## src/rtl/tdm_demux14.sv

```systemverilog
// Receive side of the 4:1 TDM channel mux: rebuilds channels D0..D3 from a
// slotted stream and releases them only as complete, frame-atomic updates.
module tdm_demux14 #(
  parameter int unsigned WIDTH = 8,
  parameter int unsigned CNT_W = 8
) (
  input  logic             clk,
  input  logic             rst_n,
  input  logic [WIDTH-1:0] din,
  input  logic             din_valid,
  input  logic             frame_sync,
  output logic [WIDTH-1:0] D0,
  output logic [WIDTH-1:0] D1,
  output logic [WIDTH-1:0] D2,
  output logic [WIDTH-1:0] D3,
  output logic [1:0]       S,
  output logic             frame_valid,
  output logic             sync_err,
  output logic             locked,
  output logic [CNT_W-1:0] frame_cnt
);

  typedef enum logic {
    HUNT = 1'b0,
    LOCK = 1'b1
  } state_e;

  state_e           state_q, state_d;
  logic [1:0]       s_q, s_d;
  logic [WIDTH-1:0] sh0_q, sh0_d, sh1_q, sh1_d, sh2_q, sh2_d;
  logic [WIDTH-1:0] d0_q, d0_d, d1_q, d1_d, d2_q, d2_d, d3_q, d3_d;
  logic             frame_valid_q, frame_valid_d;
  logic             sync_err_q, sync_err_d;
  logic [CNT_W-1:0] frame_cnt_q, frame_cnt_d;

  // Next-state: slots 0..2 go to shadow regs, slot 3 commits the whole frame.
  always_comb begin
    state_d       = state_q;
    s_d           = s_q;
    sh0_d         = sh0_q;
    sh1_d         = sh1_q;
    sh2_d         = sh2_q;
    d0_d          = d0_q;
    d1_d          = d1_q;
    d2_d          = d2_q;
    d3_d          = d3_q;
    frame_valid_d = 1'b0;
    sync_err_d    = 1'b0;
    frame_cnt_d   = frame_cnt_q;

    if (din_valid) begin
      case (state_q)
        HUNT: begin
          if (frame_sync) begin
            sh0_d   = din;
            s_d     = 2'd1;
            state_d = LOCK;
          end
        end
        LOCK: begin
          if (frame_sync) begin
            // An early sync abandons the partial frame and restarts at slot 0.
            sync_err_d = (s_q != 2'd0);
            sh0_d      = din;
            s_d        = 2'd1;
          end else begin
            case (s_q)
              2'd0: begin
                sync_err_d = 1'b1;
                state_d    = HUNT;
                s_d        = 2'd0;
              end
              2'd1: begin
                sh1_d = din;
                s_d   = 2'd2;
              end
              2'd2: begin
                sh2_d = din;
                s_d   = 2'd3;
              end
              default: begin
                d0_d          = sh0_q;
                d1_d          = sh1_q;
                d2_d          = sh2_q;
                d3_d          = din;
                frame_valid_d = 1'b1;
                frame_cnt_d   = frame_cnt_q + CNT_W'(1);
                s_d           = 2'd0;
              end
            endcase
          end
        end
        default: begin
          state_d = HUNT;
          s_d     = 2'd0;
        end
      endcase
    end
  end

  always_ff @(posedge clk) begin
    if (!rst_n) begin
      state_q       <= HUNT;
      s_q           <= 2'd0;
      sh0_q         <= '0;
      sh1_q         <= '0;
      sh2_q         <= '0;
      d0_q          <= '0;
      d1_q          <= '0;
      d2_q          <= '0;
      d3_q          <= '0;
      frame_valid_q <= 1'b0;
      sync_err_q    <= 1'b0;
      frame_cnt_q   <= '0;
    end else begin
      state_q       <= state_d;
      s_q           <= s_d;
      sh0_q         <= sh0_d;
      sh1_q         <= sh1_d;
      sh2_q         <= sh2_d;
      d0_q          <= d0_d;
      d1_q          <= d1_d;
      d2_q          <= d2_d;
      d3_q          <= d3_d;
      frame_valid_q <= frame_valid_d;
      sync_err_q    <= sync_err_d;
      frame_cnt_q   <= frame_cnt_d;
    end
  end

  assign D0          = d0_q;
  assign D1          = d1_q;
  assign D2          = d2_q;
  assign D3          = d3_q;
  assign S           = s_q;
  assign frame_valid = frame_valid_q;
  assign sync_err    = sync_err_q;
  assign locked      = (state_q == LOCK);
  assign frame_cnt   = frame_cnt_q;

endmodule

```

## config.mk

```make
export PLATFORM = sky130hd
export DESIGN_NAME = tdm_demux14
export DESIGN_NICKNAME = d
export VERILOG_FILES = /design/src/rtl/tdm_demux14.sv
export SDC_FILE = /design/constraint.sdc
export NUM_CORES = 1
export LEC_CHECK = 0
export CAP_MARGIN = 10
export CELL_PAD_IN_SITES_DETAIL_PLACEMENT = 1
export CELL_PAD_IN_SITES_GLOBAL_PLACEMENT = 2
export CORE_MARGIN = 4
export CORE_UTILIZATION = 28
export CTS_CLUSTER_SIZE = 28
export DETAILED_ROUTE_END_ITERATION = 10
export MAX_ROUTING_LAYER = met4
export PLACE_DENSITY_LB_ADDON = 0.1
export SETUP_SLACK_MARGIN = 0.5
export SYNTH_ARGS = -nofsm -noshare
export SYNTH_HDL_FRONTEND = slang
export SYNTH_SLANG_ARGS = --single-unit
```

## constraint.sdc

```tcl
create_clock -name clk -period 1.75 [get_ports clk]
set_input_delay 0.35 -clock clk [delete_from_list [all_inputs] [get_ports clk]]
set_output_delay 0.35 -clock clk [all_outputs]
set_load 0.01 [all_outputs]
```

==> metrics <==
status=complete, no violations; vias=about 2400; core area=0.008848 sq mm; Fin Clk Skew=approximately 0.0060 ns; TNS Setup=0 ns; first-pass iteration count of the detailed router=4; Crit Path Max Fanout=8; pwr/cell area=between 700 and 800 mW/mm^2; Compound-Gate Fraction of Synth Area=0.1451; Wirelength per Cell=around 15 microns; RSZ-0062 raised after global routing=yes; Lkg Pwr=between 1.5 and 2 nW; die area=around 0.011 sq mm; Root Driver=clkbuf_8; Yosys top cell by area=dfxtp_1; Max Cap Viol=0; Hold Buf Count CTS=0; Port Buffer Count=56; Yosys top cell area share=0.5359; Synth Net Count=between 300 and 400; vias per std cell=~4.8; post-synthesis xor/xnor area fraction=0.003398; total grt overflow=0; top area cells in the synthesized netlist=dfxtp_1, nand2_1, a21oi_1; final hold violation count=0; YS warnings=0; All-Layer GR Usage=0.1441; WP buf/inv=2; post-synthesis register bit count=69; cell breakdown of the critical path=ha_4 > and4b_4 > buf_6 > buf_12 > xnor2_2 > nor2_1; Max IR drop VDD=about 0.35 mV; Die Span X=between 100 and 150 microns; synth cell count leaders=nand2_1, dfxtp_1, a21oi_1; post-synthesis cell type count=25; Post-synth ARST share=0; cells after synthesis=~320; CP Launch Type=register; CTS Buf Count=9; Least-Margin Pin Slew=~0.34 ns; Synth Area in Adders=0.02913; Hold WS=roughly 0.45 ns; clk sink count=69; final setup vio count=0; final layout net count=around 420; cell family with most CP delay=simple AND/OR/NAND/NOR gates; Chip Height=roughly 100 microns; GP Congestion=between 0.7 and 0.8; Pwr Total=3.020 mW; Synth Flop Type=dfxtp_1; Max stage delay cell, worst path=dfxtp_4; largest family of logic cells by synthesized area=simple AND/OR/NAND/NOR gates; # rows=34; post-synthesis sequential area ratio=0.5359; Max Slew Vio Count=0; DP HPWL=4836 microns; CP max stage delay=between 0.3 and 0.4 ns; synth-to-layout area growth=54.13%; Post-Synth Simple-Gate Area=0.2383; Initial Util=0.2913; Worst setup EP type=register; Relative slew margins=0.7729; CP Class=reg2reg; fmax=between 0.7 and 0.8 GHz; DP Worst Slack=-0.05283 ns; DRC Markers=0; Netlist Area Pre-Place=between 0.002 and 0.003 sq mm; final WL=a little under 8000 microns; Ports=57; antenna viol nets, final=0; antenna violations before repair=0; final worst setup slack=between 0.3 and 0.4 ns; storage element area=about 0.0014 sq mm; Placed Cells=476; htree depth=3; Layout Cells excl Fill=approximately 500; largest net degree at the start of global routing=32; initial DRC count=48; largest buffer count on any clock path=2; Worst EP required=between 1.5 and 2 ns; Skew-Pair Late Insertion Delay=approximately 0.34 ns; HP Class=reg2reg; Antenna diodes=0; Mean Syn Cell Area=slightly above 8 sq um; FILL cells=1043; mux contribution to synthesized area=0.003883; crit path time final=between 1 and 1.5 ns; area of the multi-input gates=between 0.001 and 0.0015 sq mm; most frequent cell after synthesis=nand2_1; share of layout cells above drive strength 1=0.4790; crit share post-route=0.7949; critical path data arrival time=around 1.6 ns; Clk pin slew, worst setup/hold paths=0.08 ns; EDFF count, synth=0; number of global-route vias before repair=between 2000 and 2500; first-pass GRT wire length=12410 microns; CTS tree=built
power by group:
group / switching (mW) / internal [mW] / leakage (nW) / total (mW)
combinational: 0.102 / 0.0704 / 1.02 / 0.173
clock: 0.609 / 0.651 / 0.103 / 1.26
sequential: 0.0115 / 1.58 / 0.577 / 1.59
routing by layer:
layer / global-route usage / wire length (microns)
met5: - / 0
met4: 0.03989 / 46
met3: 0.03662 / 257
met2: 0.2191 / 3657
met1: 0.1903 / 3834
worst reg2reg max path, delay by kind of cell, from the launching register on:
| family | cells | cell delay (ns) |
|---|---|---|
| buffers and inverters | 2 | 0.25 |
| flip-flops | 1 | 0.37 |
| XOR/XNOR | 1 | 0.10 |
| AND/OR/NAND/NOR | 2 | 0.38 |
| adder cells (fa/ha/maj) | 1 | 0.18 |
cell type report:
type,instances,area share
Multi-Input combinational cell,223,0.3524
Clock buffer,9,0.03118
Tap cell,108,0.03402
Timing Repair Buffer,92,0.1965
Inverter,5,0.006614
Sequential cell,69,0.3628
Clock inverter,7,0.01638
through the flow:
step	util	instance area (sq um)
finish	0.4490	3973
global route	0.4490	3973
CTS	0.4142	3665
detailed placement	0.3859	3415
global placement	0.3859	3415
floorplan	-	2626
cells in the final DEF, fill, tap and decap left out, types with 2 or more instances in the layout:
cell type and count:
a21oi_1 36, inv_4 4, buf_6 8, buf_12 6, clkdlybuf4s15_2 2, or3_1 2
o21ai_0 3, clkbuf_2 3, nor2_1 3, dfxtp_2 30, clkbuf_8 9, ha_1 2
nand3_1 2, clkdlybuf4s50_1 9, nand2_1 99, and4b_1 2, nand4b_4 2, inv_1 2
buf_2 39, or4_1 3, nand4b_1 2, dfxtp_1 33, dlygate4sd2_1 2, clkbuf_16 2
nand4_1 3, clkinv_2 4, o31ai_1 3, dfxtp_4 6, a21oi_2 28, nand2_2 8
ha_4 4, nand2_4 13, buf_4 19
logic make-up after synthesis:
| logic type | count (synthesis) |
|---|---|
| muxes | 1 |
| buffers and inverters | 26 |
| xor gates and xnor gates | 1 |
| adders and majority gates | 6 |
| and+or+nand+nor | 142 |
| AOI/OAI and AO/OA | 72 |
| DFF | 69 |
path summary, 6_finish.rpt:
path | startpoint | end | slack (ns) | depth (start not counted)
max reg2reg | S[1] | frame_cnt[0] | 0.36 | 6
max | S[1] | frame_cnt[0] | 0.36 | 6
min | sh0_q[2] | D0[2] | 0.45 | 2
min reg2reg | sh0_q[2] | D0[2] | 0.45 | 2
what timing repair did:
| action | 4_1_cts | 5_1_grt |
|---|---|---|
| pin swaps | 11 | 36 |
| setup buffers | 9 | 7 |
| gates resized for setup | 214 | 80 |
| gates cloned | 2 | 3 |
| endpoints found under the setup margin | 111 | 78 |
registers in the layout, summed over array words and instances (netlist names), 2 cells and up:
name       cells
frame_cnt      8
D1             8
sh1_q          8
D0             8
S              2
sh0_q          8
D3             8
D2             8
sh2_q          8
No activity file was read; power rests on OpenSTA's default activity.
